$ cat src/rtl/mips_pkg.sv
// Shared MIPS core definitions: memory access size codes, MEM stage FSM
// encoding, and the register bundles used by the MEM stage.
package mips_pkg;

  typedef enum logic [1:0] {
    MEM_B = 2'b00,
    MEM_H = 2'b01,
    MEM_W = 2'b10,
    MEM_X = 2'b11
  } mem_size_e;

  typedef enum logic {
    ST_IDLE = 1'b0,
    ST_WAIT = 1'b1
  } mem_state_e;

  // Data-memory bus drive, held steady for the whole access.
  typedef struct packed {
    logic        req;
    logic        we;
    logic [31:0] addr;
    logic [3:0]  be;
    logic [31:0] wdata;
  } dmem_bus_t;

  // Operands and control presented to the MEM/WB register.
  typedef struct packed {
    logic [31:0] mem_data;
    logic [31:0] alu_data;
    logic [4:0]  wreg;
    logic        regw;
    logic        m2r;
    logic        le;
  } wb_out_t;

  // Instruction fields captured while a bus access is outstanding.
  typedef struct packed {
    logic [31:0] addr;
    logic [1:0]  size;
    logic        sgn;
    logic [4:0]  wreg;
    logic        regw;
    logic        m2r;
  } mem_cap_t;

  function automatic logic [3:0] lane_enables(input logic [1:0] size,
                                               input logic [1:0] off);
    case (size)
      MEM_B:   lane_enables = 4'b0001 << off;
      MEM_H:   lane_enables = off[1] ? 4'b1100 : 4'b0011;
      default: lane_enables = 4'b1111;
    endcase
  endfunction

  // Stores replicate the datum across every lane; byte enables pick the target.
  function automatic logic [31:0] store_lanes(input logic [1:0]  size,
                                              input logic [31:0] data);
    case (size)
      MEM_B:   store_lanes = {4{data[7:0]}};
      MEM_H:   store_lanes = {2{data[15:0]}};
      default: store_lanes = data;
    endcase
  endfunction

endpackage

$ cat src/rtl/mem_load_align.sv
// Load data alignment: selects the addressed byte/half lane of a read word
// and sign- or zero-extends it to 32 bits.
module mem_load_align
  import mips_pkg::*;
(
  input  logic [31:0] rdata_i,
  input  logic [1:0]  addr_lo_i,
  input  logic [1:0]  size_i,
  input  logic        signed_i,
  output logic [31:0] data_o
);

  logic [7:0]  byte_lane;
  logic [15:0] half_lane;

  // NOTE: every output of a combinational block gets a default first so no
  // path leaves it unassigned, which would otherwise infer a latch.
  always_comb begin
    byte_lane = rdata_i[{addr_lo_i, 3'b000} +: 8];
    half_lane = addr_lo_i[1] ? rdata_i[31:16] : rdata_i[15:0];
    data_o    = rdata_i;
    case (size_i)
      MEM_B:   data_o = {{24{signed_i & byte_lane[7]}}, byte_lane};
      MEM_H:   data_o = {{16{signed_i & half_lane[15]}}, half_lane};
      default: data_o = rdata_i;
    endcase
  end

endmodule

$ cat src/rtl/mem_access_stage.sv
// MIPS MEM pipeline stage: issues byte/half/word loads and stores on a
// req/ack data bus, stalls upstream while busy and reports bad accesses.
module mem_access_stage
  import mips_pkg::*;
#(
  parameter int TIMEOUT = 16
) (
  input  logic        clk,
  input  logic        reset,
  input  logic        ex_valid,
  input  logic [31:0] ALUResultIn,
  input  logic [31:0] StoreDataIn,
  input  logic        MemReadIn,
  input  logic        MemWriteIn,
  input  logic        RegWriteIn,
  input  logic        MemtoRegIn,
  input  logic [1:0]  MemSizeIn,
  input  logic        MemSignedIn,
  input  logic [4:0]  WriteRegIn,
  output logic        dmem_req,
  output logic        dmem_we,
  output logic [31:0] dmem_addr,
  output logic [3:0]  dmem_be,
  output logic [31:0] dmem_wdata,
  input  logic [31:0] dmem_rdata,
  input  logic        dmem_ack,
  output logic [31:0] MemDataOut,
  output logic [31:0] ALUDataOut,
  output logic [4:0]  WriteRegOut,
  output logic        RegWriteOut,
  output logic        MemtoRegOut,
  output logic        wb_le,
  output logic        stall,
  output logic        mem_fault,
  output logic [31:0] fault_addr
);

  localparam int CNT_W = $clog2(TIMEOUT + 1);

  mem_state_e       state_q, state_d;
  logic [CNT_W-1:0] cnt_q, cnt_d, cnt_inc;
  dmem_bus_t        bus_q, bus_d;
  wb_out_t          wb_q, wb_d;
  mem_cap_t         cap_q, cap_d;
  logic             mem_fault_q, mem_fault_d;
  logic [31:0]      fault_addr_q, fault_addr_d;

  logic             is_memop;
  logic             bad_access;
  logic             issue;
  logic [31:0]      load_data;

  mem_load_align u_load_align (
    .rdata_i   (dmem_rdata),
    .addr_lo_i (cap_q.addr[1:0]),
    .size_i    (cap_q.size),
    .signed_i  (cap_q.sgn),
    .data_o    (load_data)
  );

  assign is_memop   = MemReadIn | MemWriteIn;
  assign bad_access = (MemReadIn & MemWriteIn)
                    | (MemSizeIn == MEM_X)
                    | ((MemSizeIn == MEM_H) & ALUResultIn[0])
                    | ((MemSizeIn == MEM_W) & (|ALUResultIn[1:0]));
  assign issue      = ex_valid & is_memop & ~bad_access;
  assign cnt_inc    = cnt_q + 1'b1;

  // Upstream must freeze in the issue cycle and every WAIT cycle lacking ack.
  assign stall = ((state_q == ST_IDLE) & issue)
               | ((state_q == ST_WAIT) & ~dmem_ack);

  always_comb begin
    state_d      = state_q;
    cnt_d        = cnt_q;
    bus_d        = bus_q;
    wb_d         = wb_q;
    wb_d.le      = 1'b0;
    cap_d        = cap_q;
    mem_fault_d  = 1'b0;
    fault_addr_d = fault_addr_q;

    case (state_q)
      ST_IDLE: begin
        if (!ex_valid) begin
          wb_d.le   = 1'b1;
          wb_d.regw = 1'b0;
        end else if (!is_memop || bad_access) begin
          wb_d.mem_data = '0;
          wb_d.alu_data = ALUResultIn;
          wb_d.wreg     = WriteRegIn;
          wb_d.regw     = RegWriteIn & ~is_memop;
          wb_d.m2r      = MemtoRegIn;
          wb_d.le       = 1'b1;
          if (is_memop) begin
            mem_fault_d  = 1'b1;
            fault_addr_d = ALUResultIn;
          end
        end else begin
          state_d    = ST_WAIT;
          cnt_d      = '0;
          cap_d      = '{addr: ALUResultIn, size: MemSizeIn, sgn: MemSignedIn,
                         wreg: WriteRegIn, regw: RegWriteIn, m2r: MemtoRegIn};
          bus_d.req   = 1'b1;
          bus_d.we    = MemWriteIn;
          bus_d.addr  = {ALUResultIn[31:2], 2'b00};
          bus_d.be    = lane_enables(MemSizeIn, ALUResultIn[1:0]);
          bus_d.wdata = store_lanes(MemSizeIn, StoreDataIn);
        end
      end

      ST_WAIT: begin
        cnt_d = cnt_inc;
        if (dmem_ack) begin
          state_d       = ST_IDLE;
          bus_d.req     = 1'b0;
          wb_d.mem_data = bus_q.we ? '0 : load_data;
          wb_d.alu_data = cap_q.addr;
          wb_d.wreg     = cap_q.wreg;
          wb_d.regw     = cap_q.regw;
          wb_d.m2r      = cap_q.m2r;
          wb_d.le       = 1'b1;
        end else if (cnt_inc == CNT_W'(TIMEOUT)) begin
          state_d       = ST_IDLE;
          bus_d.req     = 1'b0;
          wb_d.mem_data = '0;
          wb_d.alu_data = cap_q.addr;
          wb_d.wreg     = cap_q.wreg;
          wb_d.regw     = 1'b0;
          wb_d.m2r      = cap_q.m2r;
          wb_d.le       = 1'b1;
          mem_fault_d   = 1'b1;
          fault_addr_d  = cap_q.addr;
        end
      end

      default: state_d = ST_IDLE;
    endcase
  end

  // NOTE: state registers use non-blocking assignments so every flop samples
  // the pre-edge values regardless of statement order.
  always_ff @(posedge clk) begin
    if (reset) begin
      state_q      <= ST_IDLE;
      cnt_q        <= '0;
      bus_q        <= '0;
      wb_q         <= '0;
      cap_q        <= '0;
      mem_fault_q  <= 1'b0;
      fault_addr_q <= '0;
    end else begin
      state_q      <= state_d;
      cnt_q        <= cnt_d;
      bus_q        <= bus_d;
      wb_q         <= wb_d;
      cap_q        <= cap_d;
      mem_fault_q  <= mem_fault_d;
      fault_addr_q <= fault_addr_d;
    end
  end

  assign dmem_req    = bus_q.req;
  assign dmem_we     = bus_q.we;
  assign dmem_addr   = bus_q.addr;
  assign dmem_be     = bus_q.be;
  assign dmem_wdata  = bus_q.wdata;
  assign MemDataOut  = wb_q.mem_data;
  assign ALUDataOut  = wb_q.alu_data;
  assign WriteRegOut = wb_q.wreg;
  assign RegWriteOut = wb_q.regw;
  assign MemtoRegOut = wb_q.m2r;
  assign wb_le       = wb_q.le;
  assign mem_fault   = mem_fault_q;
  assign fault_addr  = fault_addr_q;

endmodule
$ cat config.mk
export PLATFORM = sky130hd
export DESIGN_NAME = mem_access_stage
export DESIGN_NICKNAME = d
export VERILOG_FILES = /design/src/rtl/mips_pkg.sv /design/src/rtl/mem_load_align.sv /design/src/rtl/mem_access_stage.sv
export SDC_FILE = /design/constraint.sdc
export NUM_CORES = 1
export LEC_CHECK = 0
export CORE_MARGIN = 2
export CORE_UTILIZATION = 43
export CTS_BUF_LIST = sky130_fd_sc_hd__clkbuf_4 sky130_fd_sc_hd__clkbuf_8 sky130_fd_sc_hd__clkbuf_16
export DETAILED_ROUTE_END_ITERATION = 8
export PLACE_DENSITY = 0.77
export SYNTH_ARGS = -nofsm -noshare
export SYNTH_HDL_FRONTEND = slang
export SYNTH_HIERARCHICAL = 1
export SYNTH_SLANG_ARGS = --single-unit
$ cat constraint.sdc
create_clock -name clk -period 2.3 [get_ports clk]
set_input_delay 0.46 -clock clk [delete_from_list [all_inputs] [get_ports clk]]
set_output_delay 0.46 -clock clk [all_outputs]
set_load 0.005 [all_outputs]
==> flow_summary_export.csv <==
group,metric,value,unit
detailed_routing,wl,28.2,mm
synth,synth_fa_ha_area_share,0.268,%
synth,synthSimpleGateAreaFrac,13.6,%
setup_path,startpoint_type,"input port",
setup_path,worst-path-buf-inv,3,
setup_path,reg2reg_depth,7,
detailed_routing,vias,8381,
detailed_routing,ant_nets,0,
clocking,cts_tree,"yes",
detailed_routing,vias_per_cell,5.48,
synth,synth_seq_cells,191,
setup_path,reg2reg_from,"cnt_q[1]$_SDFFE_PP0P_",
setup_path,critPathKind,"input port to primary output",
floorplan,num_rows,53,
setup_path,crit_path_max_fanout,2,
detailed_routing,remaining_drc_errors,0,
setup_path,path_cells,"clkdlybuf4s50_1 > a21oi_1 > buf_4 > o21a_4 > nand2_2 > nand2_1 > dlygate4sd2_1",
setup_path,cp.arrival,1.81,ns
floorplan,io_pins,288,
synth,syn_area,9340,sq um
synth,ys_warn_count,6,
setup_path,critPathCaptureType,"primary output",
floorplan,die_w,151,microns
grt,antenna_found_initial,0,
synth,ys_seq_area_share,40.9,%
power_and_ir_drop,power_density,622,nW/um^2
cells_and_area,final_core_util,61.8,%
run_status,status,"finished clean",
synth,synthFlopType,"dfxtp_1",
job,drv_cap,0,
detailed_routing,wl_per_cell,18.5,microns
detailed_routing,drtIter0Drc,355,
setup_path,cp_slowest_cell,"clkdlybuf4s50_1",
timing,slew_headroom,49.5,%
floorplan,die_h,151,microns
grt,overflow,0,
grt,grt_pass1_wl,43.3,mm
clocking,clock_latency,0.43,ns
worst_hold_path,holdPathStages,2,
worst_hold_path,min_to,"cap_q[29]$_SDFFE_PP0P_",
setup_path,reg2reg_to,"ALUDataOut[7]$_SDFFE_PP0P_",
timing,setup_tns,0,ns
synth,async_flop_share,0,%
clocking,clkSlewWorstSetupHoldPaths,0.07,ns
place,gp_congestion,0.815,
clocking,clk_path_buf_depth,2,
floorplan,dieArea,22900,sq um
synth,syn_avg_cell_area,9.39,sq um
power_and_ir_drop,ir_drop,0.442,mV
clocking,cts_root_buffer,"clkbuf_16",
synth,postSynthCellCount,995,
cells_and_area,drive_above_1_share,17.4,%
synth,synth-edff-count,0,
setup_path,cp_top_family,"buffers and inverters",
timing,hold_viol,0,
cells_and_area,fin_nets,1354,
timing,finClkSkew,0.0115,ns
timing,rsz0062_at_grt,"false",
worst_hold_path,min-delay-start,"reset",
timing,finalMaxSlewViolations,0,
setup_path,regToRegSetupSlack,0.12,ns
cells_and_area,layout.cells.most_common_list,"clkdlybuf4s50_1, dfxtp_1, nand2_1",
power_and_ir_drop,p_leak,0.00473,uW
grt,grt_max_degree,62,
grt,grt_use_total,24.0,%
worst_hold_path,holdCritPathClass,"input port to flip-flop",
cells_and_area,n_antenna_cell,0,
setup_path,cpPeakStageDelay,0.52,ns
synth,synth_xor_area_share,0.0938,%
floorplan,core,21200,sq um
timing,clock.fmax,0.441,GHz
synth,synth_mux_area_share,9.55,%
setup_path,cp.required,1.84,ns
synth,synth_top_family_by_area,"compound AO/OA/AOI/OAI gates",
timing,tightest_slew,0.757,ns
timing,min_period,2.27,ns
place,dpl.hpwl,20.0,mm
timing,finalCritPeriodShare,98.5,%
synth,synth-compound-area-share,27.8,%
synth,synthDistinctLibCells,59,
cells_and_area,final_common_cell,"clkdlybuf4s50_1",
place,io_buffer_count,285,
cells_and_area,synthToLayoutAreaGrowth,40.0,%
floorplan,initial_utilization,44.2,%
grt,grt_pass1_vias,8195,
clocking,cts-buffers-inserted,17,
clocking,clock_sink_count,191,
clocking,cts_max_level,4,
timing,setup_viol,0,
detailed_routing,dr.pass1.iters,5,
## area by class of cell
type	count	area (sq um)
fill	1767	8080
multi-input combinational	680	4840
sequential	191	3830
timing repair buffer	344	3470
clock buffer	18	439
tap	275	344
clock inverter	14	130
inverter	6	22.5
## Yosys cell counts, drive strengths merged (5+ instances only)
library cell  instances  share of area [%]
dfxtp               191                 41
nand2               191                7.7
mux2i                85                9.1
a211oi               76                9.3
a21oi                70                3.8
buf                  69                5.5
clkbuf               50                2.0
nor3                 41                2.5
o22ai                35                4.4
a22o                 32                3.0
nor2                 30                1.2
o21ai                16               0.90
a311oi               14                1.3
nand2b               11               0.74
a221o                 9                1.1
o211ai                9               0.72
a22oi                 8               0.70
nor2b                 8               0.59
a21o                  5               0.40
inv                   5               0.20
## metal layers
metal	vias up	global-route usage, %	share of wire [%]
li1	4060	-	-
met1	3968	31.8	44
met2	310	38.6	46
met3	43	5.36	7.0
met4	0	8.18	2.1
met5	-	0	0
## sequential cells by signal, indices dropped and copies added (netlist names)
signal,flops
ALUDataOut,32
MemDataOut,32
MemtoRegOut,1
RegWriteOut,1
WriteRegOut,5
cap_q,42
cnt_q,5
dmem_be,4
dmem_req,1
dmem_wdata,32
dmem_we,1
fault_addr,32
mem_fault,1
state_q,1
wb_le,1
## how the worst max path moves through the flow
stage / startpoint / cells past startpoint / slack (ns) / end
after global routing: MemSizeIn[1] / 7 / 0.006 / stall
after global placement: MemWriteIn / 6 / -0.40 / stall
after floorplan: cnt_q[0]$_SDFFE_PP0P_ / 8 / 0.15 / ALUDataOut[4]$_SDFFE_PP0P_
after detailed placement: MemWriteIn / 6 / -0.39 / stall
after CTS: ALUResultIn[0] / 7 / 0.02 / stall
final: MemSizeIn[1] / 7 / 0.03 / stall
## logic make-up (layout without fill, tap and decap cells)
logic type	count (synthesis)	in the layout
xor gates and xnor gates	1	1
DFF	191	191
and+or+nand+nor	292	292
buffers and inverters	125	382
other	1	2
adders and majority gates	2	2
AOI/OAI and AO/OA	295	295
muxes	88	88
## metrics by stage
stage                     setup slack, ns  instance area, sq um  hold slack (ns)  power, uW  cells
after floorplan                     0.150                  9340            0.436       4530    996
after global placement             -0.403                 12500            0.443       5320   1495
after detailed placement           -0.392                 12500            0.448       5350   1495
after CTS                          0.0168                 13100            0.410       8200   1528
after global routing              0.00607                 13100            0.438       8460   1528
final                              0.0340                 13100            0.426       8130   1528
## power breakdown
part / total (uW) / internal (uW) / switching [uW] / leakage, uW
combinational: 1640 / 894 / 751 / 0.00290
sequential: 3630 / 3490 / 145 / 0.00156
clock: 2860 / 1460 / 1400 / 0.000271
## timing repair
action / CTS / global route
setup endpoints to repair: 1 / 13
resized for setup: 6 / 2
setup buffers: 1 / 0
hold buffers: 0 / 0
pin swaps: 1 / 0
(Power assumes the default switching activity.)
==> edit (same flow settings) <==
`TIMEOUT`: 16 -> 8.
--- a/src/rtl/mem_access_stage.sv
+++ b/src/rtl/mem_access_stage.sv
@@ -4,5 +4,5 @@
   import mips_pkg::*;
 #(
-  parameter int TIMEOUT = 16
+  parameter int TIMEOUT = 8
 ) (
   input  logic        clk,
Function: same outputs for any inputs over 4 cycles, from zero or initial values and one cycle with reset high; that may be too few to reach the edited logic, so the function may still have changed.
==> edit against the original RTL <==
Synthesized cell count is 0.60% lower; routed wire length is 2.1% lower; maximum frequency is 0.23% lower; synthesized area is 4.7% lower; core utilization is 0.22 points higher; largest cell class unchanged; hold slack worse by 0.055 ns; power is 0.57% higher; highest routed layer unchanged; global-route usage is 0.58 points higher; setup slack worse by 0.0052 ns; sequential cell count is 1 lower; design area is 3.7% lower.
==> edit: results (changes against the original RTL) <==
- Outcome: finished, final reports clean (unchanged)
- Crit Reg-Reg Startpoint: cnt_q[0]$_SDFFE_PP0P_ (was cnt_q[1]$_SDFFE_PP0P_)
- Top post-synthesis cells by count: dfxtp_1 (190), nand2_1 (185), a21oi_1 (106) (was dfxtp_1 (191), nand2_1 (190), mux2i_1 (84))
- Post-synthesis async set-or-reset flop share: 0% (unchanged)
- Headroom to the max-slew limit: 52.00% (was 49.54%)
- Mux cell area share after synthesis: 5.752% (was 9.551%)
- Root Driver: clkbuf_16 (unchanged)
- Placer Congestion: 0.8690 (was 0.8152)
- Clk buf depth: 2 (unchanged)
- Warnings from Yosys: 6 (unchanged)
- H-tree depth: 4 (unchanged)
- Global-route wire length before repair: 43,090 um (was 43,330 um)
- Dpl hpwl: 19,580 um (was 20,040 um)
- Post-synth cell types: 61 (was 59)
- Reg2reg path depth: 6 (was 7)
- Leak: 4.568 nW (was 4.732 nW)
- DR iter-0 viols: 455 (was 355)
- Synth Area in Compound Gates: 29.03% (was 27.80%)
- R2R setup slack: 0.22 ns (was 0.12 ns)
- Worst R2R End: WriteRegOut[0]$_SDFFE_PP0P_ (was ALUDataOut[7]$_SDFFE_PP0P_)
- Total track usage: 24.58% (was 24.00%)
- Most area-consuming cells after synthesis: dfxtp_1 (43%), nand2_1 (7.8%), a21oi_1 (6.0%) (was dfxtp_1 (41%), mux2i_1 (9.0%), a211oi_2 (8.0%))
- Hold Path Origin: reset (unchanged)
- Worst hold endpoint: cap_q[26]$_SDFFE_PP0P_ (was cap_q[29]$_SDFFE_PP0P_)
- DRT Wirelength: 27,610 um (was 28,200 um)
- Pin count of the biggest net entering global routing: 67 (was 62)
- Hold WS: 0.3706 ns (was 0.4261 ns)
- DR vias: 8,391 (was 8,381)
- Clk_skew: 0.01727 ns (was 0.01152 ns)
- Share of post-route cells with drive strength above 1: 12.96% (was 17.40%)
- Post-Synth XOR/XNOR Area: 0.3797% (was 0.09377%)
- 1st-pass router iterations: 5 (unchanged)
- Post-Synth Adder-Cell Area: 0.2813% (was 0.2679%)
- Post-synthesis sequential area ratio: 42.75% (was 40.94%)
- Fill count: 1,716 (was 1,767)
- DP Area: 12,000 um2 (was 12,480 um2)
- Nets: 1,336 (was 1,354)
- VDD IR max: 0.0004856 V (was 0.0004421 V)
edit: changes by cell type after synthesis, moves of 16 or more:
| cell | change |
|---|---|
| o221a_2 | +16 |
| mux2i_1 | -34 |
| nor3_1 | -36 |
| a221oi_1 | +32 |
| buf_2 | +26 |
| o221a_1 | +22 |
| o22ai_2 | -30 |
| a21oi_1 | +36 |
| a211oi_2 | -30 |
| nor2_1 | +35 |
edit: cell families after synthesis:
group / Yosys count
and+or+nand+nor: 287
other: 1
muxes: 51
buffers and inverters: 130
adders and majority gates: 2
AOI/OAI and AO/OA: 325
xor gates and xnor gates: 3
DFF: 190
edit: what timing repair did:
action,CTS,global route
pin swaps,0,1
resized for setup,1,1
hold buffers,0,0
setup endpoints to repair,1,1
setup buffers,0,1
edit: area by class of cell:
| type | instances | area, um2 | area share, % |
|---|---|---|---|
| tap | 270 | 337.8 | 2.683 |
| timing repair buffer | 337 | 3408 | 27.07 |
| clock buffer | 17 | 425.4 | 3.379 |
| multi-input combinational | 670 | 4434 | 35.22 |
| inverter | 6 | 22.52 | 0.1789 |
| sequential | 190 | 3805 | 30.22 |
| clock inverter | 15 | 156.4 | 1.242 |
edit: worst max-delay path by stage:
stage	startpoint	end	slack, ns	cells past startpoint
after floorplan	cnt_q[0]$_SDFFE_PP0P_	ALUDataOut[10]$_SDFFE_PP0P_	0.53	7
after global placement	MemSizeIn[0]	stall	-0.19	5
after detailed placement	MemSizeIn[0]	stall	-0.25	5
after CTS	MemSizeIn[0]	stall	0.03	5
after global routing	ALUResultIn[1]	stall	-0.01	5
final	ALUResultIn[1]	stall	0.03	5
edit: through the flow:
stage	utilization, %	setup WS, ns	setup TNS (ns)	power [mW]	cells
finish	62.02	0.02881	0	8.180	1505
global route	62.02	-0.01352	-0.01352	8.519	1505
CTS	61.97	0.02995	0	8.238	1504
detailed placement	59.11	-0.2512	-7.043	5.371	1472
global placement	59.11	-0.1910	-0.6025	5.342	1472
floorplan	-	0.5322	0	4.482	990
edit: where the power goes:
part	internal (mW)	switching (mW)	leakage, nW	total (mW)
combinational	0.908	0.762	2.74	1.67
sequential	3.49	0.139	1.55	3.63
clock	1.44	1.43	0.270	2.88
total	5.85	2.33	4.57	8.18
edit: metal layers:
metal / wire length, um / part of all wire, % / track usage (%)
met1: 11890 / 43 / 32.23
met2: 13050 / 47 / 39.72
met3: 1848 / 6.7 / 5.586
met4: 823 / 3.0 / 9.190
met5: 0 / 0 / 0
